### src/rtl/display_mux_ctrl.sv
// display_mux_ctrl
//   Converts a signed 16-bit value to BCD (serial double-dabble) and drives a
//   multiplexed common-digit seven-segment display, with optional blinking.
//
// Ports
//   clk        system clock
//   rst_n      synchronous active-low reset
//   scan_en    single-cycle pulse that advances the scanned digit
//   val_data   signed two's-complement value in display units
//   val_valid  val_data / dp_pos offered
//   val_ready  converter idle; a transfer happens when val_valid && val_ready
//   dp_pos     number of fractional digits (0 = no decimal point)
//   blink      blink enable
//   seven_seg  segments gfedcba, active high
//   dp         decimal point segment, active high
//   digit_sel  one-hot-low digit enable, bit 0 = rightmost digit
//
// Handshake: val_valid/val_ready follow valid/ready semantics. val_data and
// dp_pos are captured on the clk edge where both are 1. val_ready drops for
// exactly 17 cycles (16 conversion steps + 1 commit); offers made while
// val_ready is 0 are ignored, never queued.

module display_mux_ctrl #(
    parameter int NUM_DIGITS  = 4,
    parameter int BLINK_TICKS = 50
) (
    input  logic                          clk,
    input  logic                          rst_n,
    input  logic                          scan_en,
    input  logic [15:0]                   val_data,
    input  logic                          val_valid,
    output logic                          val_ready,
    input  logic [$clog2(NUM_DIGITS)-1:0] dp_pos,
    input  logic                          blink,
    output logic [6:0]                    seven_seg,
    output logic                          dp,
    output logic [NUM_DIGITS-1:0]         digit_sel
);

    localparam int IW = $clog2(NUM_DIGITS);
    localparam int DW = 4 * NUM_DIGITS;

    localparam logic [1:0] S_IDLE   = 2'd0;
    localparam logic [1:0] S_CONV   = 2'd1;
    localparam logic [1:0] S_COMMIT = 2'd2;

    localparam logic [6:0]    SEG_MINUS  = 7'b1000000;
    localparam logic [31:0]   POS_MAX    = 32'(10 ** NUM_DIGITS - 1);
    localparam logic [31:0]   NEG_MAX    = 32'(10 ** (NUM_DIGITS - 1) - 1);
    localparam logic [IW-1:0] IDX_LAST   = IW'(NUM_DIGITS - 1);
    localparam logic [6:0]    BLINK_LAST = 7'(BLINK_TICKS - 1);

    // converter state
    logic [1:0]    state;
    logic [15:0]   bin_sr;
    logic [19:0]   bcd_sr;
    logic [3:0]    step_cnt;
    logic          cap_neg;
    logic [15:0]   cap_mag;
    logic [IW-1:0] cap_dp;

    // display register
    logic [DW-1:0] disp_bcd;
    logic          disp_neg;
    logic          disp_ovf;
    logic [IW-1:0] disp_dp;

    // scan / blink state
    logic [IW-1:0] idx;
    logic [6:0]    blink_cnt;
    logic          blink_state;

    logic          xfer;
    logic [15:0]   mag_in;
    logic [IW-1:0] dp_clean;
    logic [35:0]   adj;
    logic [35:0]   dabble_next;
    logic          ovf_next;

    assign val_ready = (state == S_IDLE);
    assign xfer      = val_valid && val_ready;

    // |val_data| as unsigned; -32768 maps to 0x8000 = 32768.
    assign mag_in = val_data[15] ? (~val_data + 16'd1) : val_data;

    // Out-of-range dp_pos codes only exist when NUM_DIGITS is not a power of 2.
    generate
        if ((2 ** IW) > NUM_DIGITS) begin : g_dp_clamp
            assign dp_clean = (dp_pos > IDX_LAST) ? '0 : dp_pos;
        end else begin : g_dp_pass
            assign dp_clean = dp_pos;
        end
    endgenerate

    // One double-dabble step on {bcd, bin}: add 3 to BCD nibbles >= 5, shift left.
    always_comb begin
        adj = {bcd_sr, bin_sr};
        for (int n = 0; n < 5; n++) begin
            if (adj[16 + 4*n +: 4] >= 4'd5) begin
                adj[16 + 4*n +: 4] = adj[16 + 4*n +: 4] + 4'd3;
            end
        end
        dabble_next = adj << 1;
    end

    assign ovf_next = cap_neg ? ({16'd0, cap_mag} > NEG_MAX)
                              : ({16'd0, cap_mag} > POS_MAX);

    always_ff @(posedge clk) begin
        if (!rst_n) begin
            state    <= S_IDLE;
            bin_sr   <= '0;
            bcd_sr   <= '0;
            step_cnt <= '0;
            cap_neg  <= 1'b0;
            cap_mag  <= '0;
            cap_dp   <= '0;
            disp_bcd <= '0;
            disp_neg <= 1'b0;
            disp_ovf <= 1'b0;
            disp_dp  <= '0;
        end else begin
            case (state)
                S_IDLE: begin
                    if (xfer) begin
                        bin_sr   <= mag_in;
                        bcd_sr   <= '0;
                        step_cnt <= '0;
                        cap_neg  <= val_data[15];
                        cap_mag  <= mag_in;
                        cap_dp   <= dp_clean;
                        state    <= S_CONV;
                    end
                end
                S_CONV: begin
                    {bcd_sr, bin_sr} <= dabble_next;
                    step_cnt         <= step_cnt + 4'd1;
                    if (step_cnt == 4'd15) begin
                        state <= S_COMMIT;
                    end
                end
                S_COMMIT: begin
                    disp_bcd <= bcd_sr[DW-1:0];
                    disp_neg <= cap_neg;
                    disp_ovf <= ovf_next;
                    disp_dp  <= cap_dp;
                    state    <= S_IDLE;
                end
                default: state <= S_IDLE;
            endcase
        end
    end

    // Digit index and blink counter, both advanced by scan_en.
    always_ff @(posedge clk) begin
        if (!rst_n) begin
            idx         <= '0;
            blink_cnt   <= '0;
            blink_state <= 1'b1;
        end else if (scan_en) begin
            idx <= (idx == IDX_LAST) ? '0 : idx + 1'b1;
            if (blink_cnt == BLINK_LAST) begin
                blink_cnt   <= '0;
                blink_state <= ~blink_state;
            end else begin
                blink_cnt <= blink_cnt + 7'd1;
            end
        end
    end

    function automatic logic [6:0] seg_of(input logic [3:0] d);
        case (d)
            4'd0:    seg_of = 7'b0111111;
            4'd1:    seg_of = 7'b0000110;
            4'd2:    seg_of = 7'b1011011;
            4'd3:    seg_of = 7'b1001111;
            4'd4:    seg_of = 7'b1100110;
            4'd5:    seg_of = 7'b1101101;
            4'd6:    seg_of = 7'b1111101;
            4'd7:    seg_of = 7'b0000111;
            4'd8:    seg_of = 7'b1111111;
            4'd9:    seg_of = 7'b1101111;
            default: seg_of = 7'b0000000;
        endcase
    endfunction

    logic [IW-1:0] msnz;
    logic [IW-1:0] lead_idx;
    logic [3:0]    cur_digit;
    logic [6:0]    seg_next;
    logic          dp_next;

    // Leftmost shown digit is the higher of the most significant nonzero digit
    // and the decimal point position; everything up to it is shown, the minus
    // sign sits one place further left.
    always_comb begin
        msnz = '0;
        for (int i = 0; i < NUM_DIGITS; i++) begin
            if (disp_bcd[4*i +: 4] != 4'd0) begin
                msnz = IW'(i);
            end
        end
        lead_idx  = (disp_dp > msnz) ? disp_dp : msnz;
        cur_digit = disp_bcd[{idx, 2'b00} +: 4];

        seg_next = 7'd0;
        dp_next  = 1'b0;
        if (disp_ovf) begin
            seg_next = SEG_MINUS;
        end else if (idx <= lead_idx) begin
            seg_next = seg_of(cur_digit);
            dp_next  = (idx == disp_dp) && (disp_dp != '0);
        end else if (disp_neg && ({1'b0, idx} == ({1'b0, lead_idx} + 1'b1))) begin
            // widened compare so lead_idx + 1 cannot wrap onto index 0
            seg_next = SEG_MINUS;
        end
    end

    always_ff @(posedge clk) begin
        if (!rst_n) begin
            seven_seg <= '0;
            dp        <= 1'b0;
            digit_sel <= '1;
        end else if (blink && !blink_state) begin
            seven_seg <= '0;
            dp        <= 1'b0;
            digit_sel <= '1;
        end else begin
            seven_seg <= seg_next;
            dp        <= dp_next;
            digit_sel <= ~(NUM_DIGITS'(1) << idx);
        end
    end

endmodule

### config.mk
export PLATFORM = sky130hd
export DESIGN_NAME = display_mux_ctrl
export DESIGN_NICKNAME = d
export VERILOG_FILES = /design/src/rtl/display_mux_ctrl.sv
export SDC_FILE = /design/constraint.sdc
export NUM_CORES = 1
export LEC_CHECK = 0
export ABC_AREA = 1
export ABC_CLOCK_PERIOD_IN_PS = 3300
export BUFFER_PORTS_ARGS = -buffer_cell sky130_fd_sc_hd__buf_2
export CORE_ASPECT_RATIO = 2
export CORE_MARGIN = 5
export CORE_UTILIZATION = 60
export CTS_BUF_LIST = sky130_fd_sc_hd__clkbuf_16
export CTS_CLUSTER_DIAMETER = 200
export CTS_CLUSTER_SIZE = 12
export DETAILED_ROUTE_END_ITERATION = 8
export GPL_TIMING_DRIVEN = 0
export PLACE_DENSITY = 0.86
export SLEW_MARGIN = 20
export SYNTH_ARGS = -nofsm -noshare
export SYNTH_HDL_FRONTEND = slang
export SYNTH_SLANG_ARGS = --single-unit
### constraint.sdc
create_clock -name clk -period 3.3 [get_ports clk]
set_clock_uncertainty 0.2 [all_clocks]
set_input_delay 0.165 -clock clk [delete_from_list [all_inputs] [get_ports clk]]
set_output_delay 0.165 -clock clk [all_outputs]
set_load 0.1 [all_outputs]
# --- Word level (Yosys, flattened, before mapping) ---
# Memory sizes are Yosys's and may differ from the RTL's.
# Index checks and enable logic that the tools add are counted.
word_totals:
  ramBits: 0
  out_inout_bits: 13
  inputBits: 23
  mem_bits_ro: 112
  latch_bits: 0
  memories: 1
  reg_bits: 103
  wordCells: 97
classes:
  multipliers: 0
  n_reduce_logical: 18
  n_eq_ne: 9
  shift: 2
  n_mux: 25
  addsub: 10
  bitwise_logic: 5
  magnitude_cmp: 9
  div_mod_pow: 0
mem_list:
  columns: ["name", "depth", "width", "rd", "rd_clocked_by_memory_dff", "write_ports", "line", "rtl"]
  rows:
  - ["(no name shown)", 16, 7, 1, 0, 0, "172", "case (d)"]
op_table:
  columns: ["op", "count"]
  rows:
  - ["$pmux 20 s2", 1]
  - ["$mux 16", 2]
  - ["$pmux 16 s2", 1]
  - ["$mux 7", 4]
  - ["$ge 4x3->1 const B", 5]
  - ["$mux 20", 1]
  - ["$mux 4", 5]
  - ["$add 16x1->16 const B", 1]
  - ["$add 4x2->4 const B", 4]
  - ["$gt 16x10->1 const B", 1]
  - ["$gt 16x14->1 const B", 1]
  - ["$not 16->16", 1]
  - ["$shiftx 16x5->4", 1]
  - ["$mux 2", 6]
  - ["$reduce_bool 4->1", 3]
  - ["$pmux 4 s2", 1]
  - ["$reduce_and 2->1", 4]
  - ["$add 7x1->7 const B", 1]
  - ["$eq 7x6->1 const B", 1]
  - ["$add 4x1->4 const B", 1]
  - ["$eq 2x2->1 const B", 2]
  - ["$eq 4x4->1 const B", 1]
  - ["$logic_and 1x1->1", 4]
  - ["$not 4->4", 1]
  - ["21 further kinds", 25]

# --- Depth between registers and ports, before layout ---
# Gate-level depths: netlist (run 1).
logic_depth:
  depth_word: 12
  mapped_depth: 16
  mapped_depth_nobuf: 16

# --- Worst setup path before layout (run 1) ---
# Ideal clock, no wire load.
synth_path:
  kind: "flip-flop to flip-flop"
  startpoint: "register disp_bcd[8]"
  endpoint: "register dp"
  path_buffers: 0
  synth_period_minus_slack_ns: 2.574
  setup_slack_ns: 0.726
  stages_incl_launch_ff: 13
  required_time_ns: 2.981
  setup_ns: 0.119
  t_arrival_ns: 2.255
  cell_sequence: "dfxtp_1 nor4_1 inv_1 nor2_1 ha_1 o22ai_1 nor2_1 a21oi_1 ha_1 a22oi_1 nor2_4 o21ai_0 nor3_2"
synth_between:
  elab_chain_cells: 8
synth_rtl:
  columns: ["item", "line", "rtl"]
  rows:
  - ["start, declared", "63", "logic [DW-1:0] disp_bcd;"]
  - ["start signal, assigned", "143", "disp_bcd <= bcd_sr[DW-1:0];"]
  - ["$reduce_bool 4->1 (*)", "199", "if (disp_bcd[4*i +: 4] != 4'd0) begin"]
  - ["$mux 2 (*) (2 in series)", "199", null]
  - ["$gt 2x2->1", "203", "lead_idx = (disp_dp > msnz) ? disp_dp : msnz;"]
  - ["$mux 2 (*)", "203", null]
  - ["$le 2x2->1 (*)", "210", "end else if (idx <= lead_idx) begin"]
  - ["$not 1->1 (no line) (*)", null, null]
  - ["$reduce_or 4->1 (no line) (*)", null, null]
  - ["end signal, assigned", "230", "dp <= dp_next;"]
  - ["end, declared", "36", "output logic dp,"]
# Mark *: on every way between the ends. The rest lies on a longest branch, timed or not.
# A chain may end at the register's enable or synchronous reset.

# --- Worst setup path in the final report (run 1) ---
layout_path:
  startpoint: "register disp_bcd[8]"
  endpoint: "register seven_seg[2]"
layout_between:
  elab_chain_cells: 7
  elab_cells_between_ends: 9
  cone_classes: "order compare (2); shift (1); mux (4); reduce/logical (1); memory (1)"
layout_rtl:
  columns: ["item", "line", "rtl"]
  rows:
  - ["$reduce_bool 4->1", "199", null]
  - ["$mux 2 (2 in series)", "199", null]
  - ["$gt 2x2->1", "203", null]
  - ["$mux 2", "203", null]
  - ["$le 2x2->1", "210", null]
  - ["$mux 7 (*)", "210", null]
  - ["end signal, assigned", "229", "seven_seg <= seg_next;"]
  - ["end, declared", "35", "output logic [6:0] seven_seg,"]
# Marks and branches as above.

==> impl_metrics.json, run 1 <==
{
  "clkPwrFrac_pct": 37.9,
  "vias": 4478,
  "insertion_delay_ns": 0.35,
  "drt-total-wl_microns": 12000,
  "cts_buffers": 9,
  "synth_warnings": 0,
  "crit_type": "reg -> reg",
  "clk_pin_slew_ns": 0.06,
  "ant_nets": 0,
  "netlist_area_sq_um": 4640,
  "worstHoldPathCells": 4,
  "final_common_cell": "nand2_1",
  "syn2layout_area_growth_pct": 14.9,
  "dpl.hpwl_microns": 8860,
  "arrival_ns": 3.02,
  "nNetsFinal": 728,
  "cts_max_path_buffers": 2,
  "die_area_sq_um": 9710,
  "grt-ovfl-total": 0,
  "power_density_nw_per_um2": 498,
  "portBuffers": 33,
  "ir_drop_v": 0.000332,
  "first_pass_iters": 5,
  "cts_max_level": 3,
  "cp.required_ns": 3.33,
  "post_drt_wl_per_cell_microns": 15.4,
  "gp_congestion": 0.897,
  "p_int_mw": 1.90,
  "cts_tree": "yes",
  "antenna_found_initial": 0,
  "cts_sinks": 96,
  "diodes": 0,
  "worstMarginPinSlew_ns": 0.582,
  "worst_setup_path_end_kind": "flop",
  "hold_class": "in -> reg",
  "max_freq_mhz": 334,
  "hold_viol": 0,
  "drtIter0Drc": 407,
  "start_util_pct": 61.1,
  "cap_viol_max_count": 0,
  "core_sq_um": 7600,
  "yosysSeqAreaShare_pct": 41.4,
  "total_power_mw": 2.66,
  "seqPwrFrac_pct": 46.6,
  "drc_errors": 0,
  "maxSlewHeadroom_pct": 61.2,
  "period_needed_ns": 2.99,
  "drt-vias-per-instance": 5.76,
  "track_usage_pct": 26.1,
  "placementRows": 45,
  "whs_ns": 0.0101,
  "start_kind": "flop",
  "synth-seq-cells": 96,
  "synth_nets": 671,
  "outcome": "finished clean",
  "synthCells": 621,
  "io-pin-count": 36,
  "final_max_slew_viol_count": 0,
  "setup_tns_ns": 0,
  "drive_gt1_share_pct": 11.3,
  "rr_worst_depth": 12,
  "synth_cell_types": 40,
  "grt_pass1_vias": 4550,
  "rsz0062_at_grt": "no",
  "die_x_microns": 72.2,
  "cts_root_buf": "clkbuf_16",
  "grt_pass1_wl_microns": 19800,
  "finalCritPeriodShare_pct": 90.7,
  "switching_share_pct": 28.6,
  "switchingPower_mw": 0.760,
  "setup_viol": 0,
  "leakage_nw": 2.29,
  "die_h_microns": 134,
  "power_frac_comb_pct": 15.5,
  "post-route-util_pct": 70.2,
  "layout_common_cells": "nand2_1, dfxtp_1, a21oi_1, inv_1, nor2_1",
  "cp_max_fo": 5,
  "synth_area_per_cell_sq_um": 7.48,
  "grt_max_degree": 15
}
worst paths after layout:
path / slack (ns) / end / startpoint
max reg2reg: 0.31 / seven_seg[2]$_SDFF_PP0_ / disp_bcd[8]$_SDFFE_PN0N_
min reg2reg: 0.26 / bin_sr[0]$_SDFFE_PN0P_ / bin_sr[0]$_SDFFE_PN0P_
max: 0.31 / seven_seg[2]$_SDFF_PP0_ / disp_bcd[8]$_SDFFE_PN0N_
min: 0.01 / bin_sr[9]$_SDFFE_PN0P_ / val_data[9]
cells by family (layout without fill, tap and decap cells):
logic type / Yosys count / in the layout / share of synthesized area [%]
adder cells (fa/ha/maj): 27 / 27 / 7.27
flip-flops: 96 / 96 / 41.4
AO/OA/AOI/OAI: 165 / 165 / 20.1
AND/OR/NAND/NOR: 233 / 233 / 21.7
buffers and inverters: 94 / 156 / 8.41
XOR/XNOR: 6 / 6 / 1.13
critical path: stages, from the launching register on:
cell	delay, ns
dfxtp_1	0.34
nor4_1	0.42
inv_1	0.08
nor2_1	0.16
ha_1	0.28
o22ai_1	0.26
nor2_1	0.09
a21oi_1	0.15
ha_1	0.26
a22oi_1	0.38
nor2_4	0.09
nand2_2	0.12
a31oi_1	0.06
metrics by stage:
step	cells	setup slack [ns]	cell area (sq um)
2_1_floorplan	621	0.726	4640
3_3_place_gp	748	0.470	4930
3_5_place_dp	748	0.384	4930
4_1_cts	777	0.344	5340
5_1_grt	777	0.0939	5340
6_report	777	0.308	5340
layout make-up:
| cell class | instances | area [sq um] |
|---|---|---|
| Clock inverter | 7 | 55.1 |
| Buffer | 23 | 124 |
| Clock buffer | 9 | 225 |
| Inverter | 71 | 267 |
| Tap cell | 94 | 118 |
| Sequential cell | 96 | 1920 |
| Fill cell | 594 | 2260 |
| Timing Repair Buffer | 46 | 295 |
| Multi-Input combinational cell | 431 | 2330 |
cell usage after synthesis (all sizes together):
library cell	instances	share of area (%)
nand4	5	0.67
nand3b	1	0.16
nor3b	3	0.48
o211ai	6	0.97
xor2	4	0.75
a32oi	1	0.19
nor4	2	0.27
o32ai	5	0.94
nand2	115	9.6
a22oi	12	1.9
clkinv	1	0.081
or2	3	0.40
ha	27	7.3
a31oi	7	0.94
o21bai	1	0.16
inv	70	5.7
o21a	1	0.16
o22ai	5	0.67
a21boi	1	0.16
dfxtp	96	41
a21oi	68	7.6
buf	15	2.0
nor3	9	1.1
nand3	31	3.3
clkbuf	8	0.65
a211oi	1	0.16
a32o	1	0.22
o21ai	56	6.0
xnor2	2	0.38
nor2	64	5.7
flip-flops by register name, summed over array words and instances (netlist names), 2 cells and up:
| name | cells |
|---|---|
| bcd_sr | 16 |
| idx | 2 |
| step_cnt | 4 |
| cap_mag | 13 |
| blink_cnt | 7 |
| cap_dp | 2 |
| disp_bcd | 16 |
| state | 2 |
| bin_sr | 16 |
| disp_dp | 2 |
| seven_seg | 7 |
| digit_sel | 4 |
routing by layer:
layer | vias up | part of all wire (%) | GRT usage, %
met5 | - | 0 | 0
met3 | 72 | 4.5 | 6.60
met4 | 0 | 7.7 | 21.1
met2 | 143 | 54 | 47.5
met1 | 2067 | 34 | 22.8
li1 | 2196 | - | -
power groups by stage:
stage / Combinational, mW / Sequential, mW / Clock (mW)
after global routing: 0.446 / 1.24 / 1.05
final: 0.412 / 1.24 / 1.01
after global placement: 0.382 / 1.26 / 0
after floorplan: 0.200 / 1.36 / 0
after detailed placement: 0.395 / 1.26 / 0
after CTS: 0.409 / 1.24 / 1.00
timing repair:
action / in CTS / in global routing
endpoints found under the hold margin: 24 / 0
buffers inserted: 0 / 0
hold buffers: 13 / 0
resized for setup: 0 / 0
No activity file was read; power rests on OpenSTA's default activity.
==> run 2, diff against run 1 <==
--- a/config.mk
+++ b/config.mk
@@ -19,2 +19,3 @@
 export PLACE_DENSITY = 0.86
+export RECOVER_POWER = 50
 export SLEW_MARGIN = 20
--- a/constraint.sdc
+++ b/constraint.sdc
@@ -4,2 +4,2 @@
 set_output_delay 0.165 -clock clk [all_outputs]
-set_load 0.1 [all_outputs]
+set_load 0.005 [all_outputs]
==> run 2 against run 1 <==
Effect of this change: critical path depth unchanged; total power down 4.6%; first-iteration DRC count up 0.74%; utilization down 0.66 points; final cell count unchanged; critical path type unchanged; largest power group unchanged; wire length up 0.38%; highest routed layer unchanged; critical endpoint unchanged.
==> impl_metrics.json, run 2 (synthesized netlist as in run 1, its figures left out) <==
{
  "worst_slack_ns": 0.326,
  "final_common_cell": "nand2_1",
  "setup_tns_ns": 0,
  "cts_sinks": 96,
  "whs_ns": 0.0133,
  "cts_tree": "yes",
  "cp.buffers_inverters": 1,
  "arrival_ns": 3.00,
  "seqPwrFrac_pct": 48.9,
  "cap_viol_max_count": 0,
  "grt_max_degree": 15,
  "die_x_microns": 72.2,
  "cts_max_level": 3,
  "gp_congestion": 0.897,
  "maxSlewHeadroom_pct": 61.1,
  "die_h_microns": 134,
  "power_density_nw_per_um2": 479,
  "start_util_pct": 61.1,
  "outcome": "finished clean",
  "drt-total-wl_microns": 12000,
  "worst_setup_path_end_kind": "flop",
  "total_power_mw": 2.53,
  "critPathMaxStageDelay_ns": 0.41,
  "grt-ovfl-total": 0,
  "ant_nets": 0,
  "slowest_stage": "nor4_1",
  "die_area_sq_um": 9710,
  "finalCritPeriodShare_pct": 90.1,
  "cp.required_ns": 3.33,
  "setup_viol": 0,
  "power_frac_comb_pct": 11.6,
  "vias": 4502,
  "rrSetupSlack_ns": 0.33,
  "fill_cells": 611,
  "hold_class": "in -> reg",
  "cts_buffers": 9,
  "drive_gt1_share_pct": 8.35,
  "cp_max_fo": 5,
  "path_cells": "nor4_1 -> inv_1 -> nor2_1 -> ha_1 -> o22ai_1 -> nor2_1 -> a21oi_1 -> ha_1 -> a22oi_1 -> nor2_4 -> nand2_2 -> a31oi_1",
  "portBuffers": 33,
  "drc_errors": 0,
  "syn2layout_area_growth_pct": 13.8,
  "cts_max_path_buffers": 2,
  "hold_viol": 0,
  "leakage_nw": 2.25,
  "placementRows": 45,
  "grt_pass1_wl_microns": 19800,
  "grt_pass1_vias": 4550,
  "core_sq_um": 7600,
  "drt-vias-per-instance": 5.79,
  "diodes": 0,
  "period_needed_ns": 2.97,
  "post-route-util_pct": 69.6,
  "nNetsFinal": 728,
  "first_pass_iters": 5,
  "start_kind": "flop",
  "dpl.hpwl_microns": 8860,
  "drtIter0Drc": 410,
  "path_delay_family": "simple AND/OR/NAND/NOR gates",
  "rsz0062_at_grt": "no",
  "post_drt_wl_per_cell_microns": 15.5,
  "switching_share_pct": 25.4,
  "io-pin-count": 36,
  "crit_type": "reg -> reg",
  "insertion_delay_ns": 0.35,
  "worstMarginPinSlew_ns": 0.584,
  "final_max_slew_viol_count": 0,
  "place_ws_ns": 0.384,
  "clkPwrFrac_pct": 39.6,
  "clk_pin_slew_ns": 0.06,
  "cts_root_buf": "clkbuf_16",
  "cts_resized": 0,
  "switchingPower_mw": 0.644,
  "antenna_found_initial": 0,
  "p_int_mw": 1.89,
  "ir_drop_v": 0.000323,
  "max_freq_mhz": 336,
  "layout_common_cells": "nand2_1, dfxtp_1, inv_1, a21oi_1, nor2_1",
  "track_usage_pct": 26.1,
  "top_regs": "bcd_sr x16, bin_sr x16, disp_bcd x16"
}
-- run 2: cell types whose count changed in the layout (fill, tap and decap cells not counted), sizes merged --
cell    previous run  this run
clkbuf            17        30
buf               48        35
-- run 2: per-layer routing --
| layer | vias up | part of all wire [%] | global-route usage [%] |
|---|---|---|---|
| met2 | 187 | 54 | 47.5 |
| met1 | 2059 | 33 | 22.8 |
| li1 | 2191 | - | - |
| met3 | 65 | 5.3 | 6.60 |
| met5 | - | 0 | 0 |
| met4 | 0 | 7.4 | 21.1 |
-- run 2: cell type report --
cell class                 count  area (sq um)  area share (%)
clock buffer                   9           225            4.26
tap                           94           118            2.22
inverter                      71           267            5.04
clock inverter                 7          55.1            1.04
buffer                        23           108            2.04
timing repair buffer          46           288            5.44
multi-input combinational    431          2310            43.6
sequential                    96          1920            36.3
-- run 2: repair_timing --
| action | 4_1_cts | 5_1_grt |
|---|---|---|
| hold buffers | 13 | 0 |
| setup buffers | 0 | 0 |
| hold endpoints to repair | 24 | 0 |
-- run 2: path summary, 6_finish.rpt --
kind,startpoint,endpoint,cells after the start
min,val_data[9],bin_sr[9]$_SDFFE_PN0P_,4
max,disp_bcd[8]$_SDFFE_PN0N_,seven_seg[2]$_SDFF_PP0_,12
max reg2reg,disp_bcd[8]$_SDFFE_PN0N_,seven_seg[2]$_SDFF_PP0_,12
min reg2reg,bin_sr[0]$_SDFFE_PN0P_,bin_sr[0]$_SDFFE_PN0P_,2
-- run 2: per-stage QoR --
| step | instance area, sq um | instances |
|---|---|---|
| after floorplan | 4640 | 621 |
| after global placement | 4930 | 748 |
| after detailed placement | 4930 | 748 |
| after CTS | 5340 | 777 |
| after global routing | 5290 | 777 |
| final | 5290 | 777 |
-- run 2: power groups by stage --
stage	registers [mW]	clock network, mW	logic (mW)
2_1_floorplan	1.26	0	0.193
3_3_place_gp	1.26	0	0.272
3_5_place_dp	1.26	0	0.284
4_1_cts	1.24	1.00	0.299
5_1_grt	1.24	1.05	0.326
6_report	1.24	1.00	0.293
-- run 2: worst register-to-register path: cells and delay by family, from the launching register on --
| family | cells | cell delay, ns |
|---|---|---|
| adder cells (fa/ha/maj) | 2 | 0.54 |
| buffers and inverters | 1 | 0.08 |
| flip-flops | 1 | 0.34 |
| AND/OR/NAND/NOR | 5 | 0.87 |
| AO/OA/AOI/OAI | 4 | 0.84 |
==> run 3, diff against run 2 <==
ABC_AREA = default   (was 1)
==> run 3 against run 2 <==
Effect of this change: final cell count down 7.5%; largest power group unchanged; clock power down 11%; setup slack worse by 0.24 ns; critical endpoint is now seven_seg[5]$_SDFF_PP0_.
==> impl_metrics.json, run 3 <==
{
  "outcome": "finished clean",
  "die_h_microns": 136,
  "synth-seq-cells": 96,
  "vias": 4138,
  "drtIter0Drc": 214,
  "insertion_delay_ns": 0.34,
  "cts_tree": "yes",
  "synth_cell_types": 51,
  "power_density_nw_per_um2": 443,
  "cts_max_path_buffers": 2,
  "io-pin-count": 36,
  "post_dp_cell_area_sq_um": 5020,
  "synth-edff-count": 0,
  "finalCritPeriodShare_pct": 97.4,
  "crit_type": "reg -> reg",
  "synth_warnings": 0,
  "final_common_cell": "nand2_1",
  "grt-ovfl-total": 0,
  "synth_commonest_cells": "nand2_1, dfxtp_1, nor2_1, a21oi_1, a21boi_0",
  "whs_ns": 0.0280,
  "cts_max_level": 3,
  "drive_gt1_share_pct": 10.4,
  "diodes": 0,
  "place_ws_ns": -0.101,
  "cp.required_ns": 3.37,
  "worst_setup_path_end_kind": "flop",
  "portBuffers": 33,
  "worst_slack_ns": 0.0867,
  "top_regs": "bcd_sr x16, bin_sr x16, disp_bcd x16",
  "synthCells": 569,
  "ys.flop_type": "dfxtp_1",
  "yosysMostFrequentCell": "nand2_1",
  "worstHoldStart": "val_data[3]",
  "placementRows": 46,
  "setup_viol": 0,
  "clk_pin_slew_ns": 0.06,
  "synth_top_area_cell": "dfxtp_1",
  "core_sq_um": 7830,
  "r2r_end": "seven_seg[5]$_SDFF_PP0_",
  "leakage_nw": 2.15,
  "cap_viol_max_count": 0,
  "layout_common_cells": "nand2_1, dfxtp_1, nor2_1, a21oi_1, clkbuf_1",
  "cts_root_buf": "clkbuf_16",
  "first_pass_iters": 7,
  "post-route-util_pct": 69.1,
  "post_drt_wl_per_cell_microns": 14.8,
  "ir_drop_v": 0.000481,
  "async_flop_share_pct": 0,
  "synth_top_area_share_pct": 40.6,
  "yosysSeqAreaShare_pct": 40.6,
  "hold_class": "in -> reg",
  "synth_area_per_cell_sq_um": 8.31,
  "die_x_microns": 72.8,
  "track_usage_pct": 22.8,
  "die_area_sq_um": 9870,
  "ant_nets": 0,
  "final_max_slew_viol_count": 0,
  "placed_cells": 698,
  "r2r-start": "disp_bcd[10]$_SDFFE_PN0N_",
  "start_util_pct": 60.4,
  "final_area_sq_um": 5410,
  "worstMarginPinSlew_ns": 0.780,
  "nNetsFinal": 671,
  "start_kind": "flop",
  "cts_sinks": 96,
  "hold_viol": 0,
  "drt-vias-per-instance": 5.76,
  "syn2layout_area_growth_pct": 14.3,
  "cts_buffers": 9,
  "rr_worst_depth": 14,
  "maxSlewHeadroom_pct": 47.3,
  "gp_congestion": 0.894,
  "grt_pass1_vias": 3991,
  "grt_max_degree": 14,
  "drc_errors": 0,
  "instances_no_fill": 719,
  "worstHoldPathCells": 4,
  "min_to": "cap_mag[3]$_SDFFE_PN0P_",
  "rrSetupSlack_ns": 0.09,
  "yosys-top-cells-area": "dfxtp_1, nand2_1, ha_1, a21boi_0, a21oi_1",
  "drt-total-wl_microns": 10600,
  "grt_pass1_wl_microns": 17800,
  "antenna_found_initial": 0,
  "arrival_ns": 3.28,
  "cp_max_fo": 5,
  "synth_nets": 619,
  "period_needed_ns": 3.21,
  "max_freq_mhz": 311,
  "netlist_area_sq_um": 4730,
  "dpl.hpwl_microns": 7650
}
==> run 3: cell types whose count changed in the layout (fill, tap and decap cells not counted), moves of 7 or more <==
cell and delta:
inv_1 -39, a21oi_1 -34, a21boi_0 +30, o21ai_0 -29, nor2_1 -25, nand3_1 -19, xnor2_1 +13, clkbuf_1 +11
nand2b_1 +11, a22oi_1 -8, nor2b_1 +8, xor2_1 +7
==> run 3: cells by family after synthesis <==
| kind of cell | count (synthesis) | share of synthesized area [%] |
|---|---|---|
| buffers and inverters | 57 | 4.58 |
| flip-flops | 96 | 40.6 |
| multiplexers | 9 | 2.99 |
| AO/OA/AOI/OAI | 135 | 18.5 |
| AND/OR/NAND/NOR | 219 | 21.3 |
| adder cells (fa/ha/maj) | 27 | 7.14 |
| XOR/XNOR | 26 | 4.81 |
==> run 3: repair_timing <==
item / 4_1_cts / 5_1_grt
hold buffers: 7 / 0
setup buffers: 0 / 1
pin swaps: 2 / 6
hold endpoints to repair: 9 / 0
gates resized for setup: 6 / 12
endpoints found under the setup margin: 5 / 7
==> run 3: power by group <==
group          internal, mW  switching, mW
logic                 0.109          0.155
clock network         0.489          0.403
registers              1.21         0.0316
==> run 3: worst max-delay path, cell delays in order, from the launching register on <==
cell and delay, ns:
dfxtp_1 0.33, or4_4 0.58, nor2_4 0.16, buf_4 0.13
ha_1 0.15, inv_1 0.07, a22oi_1 0.22, o32ai_2 0.14
a21oi_2 0.13, ha_1 0.15, inv_1 0.05, a21oi_2 0.17
o21ai_2 0.09, or3b_4 0.45, a31oi_1 0.14
==> run 3: cell type report <==
class | count | area, sq um
repair buffers | 41 | 236
clock buffers | 9 | 225
flip-flops and latches | 96 | 1920
fillers | 637 | 2420
well taps | 96 | 120
inverters | 28 | 105
multi-input cells | 416 | 2670
plain buffers | 29 | 110
clock inverters | 4 | 17.5
==> run 3: stage by stage <==
| step | setup TNS (ns) | total power, mW |
|---|---|---|
| after CTS | 0 | 2.41 |
| after floorplan | 0 | 1.43 |
| after global placement | 0 | 1.50 |
| after detailed placement | -0.386 | 1.51 |
| after global routing | -0.0853 | 2.51 |
| final | 0 | 2.40 |
==> run 3: layer usage <==
| layer | vias to the layer above | wire, microns | GRT usage (%) | part of all wire, % |
|---|---|---|---|---|
| li1 | 2052 | - | - | - |
| met1 | 1903 | 4190 | 26.5 | 39 |
| met2 | 141 | 5360 | 38.7 | 50 |
| met3 | 42 | 663 | 4.68 | 6.2 |
| met4 | 0 | 399 | 11.8 | 3.8 |
| met5 | - | 0 | 0 | 0 |
==> run 3: worst max path at each step <==
stage	start	to	slack (ns)	depth (start not counted)
2_1_floorplan	disp_bcd[8]$_SDFFE_PN0N_	seven_seg[5]$_SDFF_PP0_	0.26	12
3_3_place_gp	disp_bcd[8]$_SDFFE_PN0N_	seven_seg[5]$_SDFF_PP0_	0.008	12
3_5_place_dp	disp_bcd[8]$_SDFFE_PN0N_	seven_seg[5]$_SDFF_PP0_	-0.10	12
4_1_cts	disp_bcd[15]$_SDFFE_PN0N_	seven_seg[5]$_SDFF_PP0_	0.01	12
5_1_grt	disp_bcd[14]$_SDFFE_PN0N_	seven_seg[5]$_SDFF_PP0_	-0.04	14
6_report	disp_bcd[10]$_SDFFE_PN0N_	seven_seg[5]$_SDFF_PP0_	0.09	14
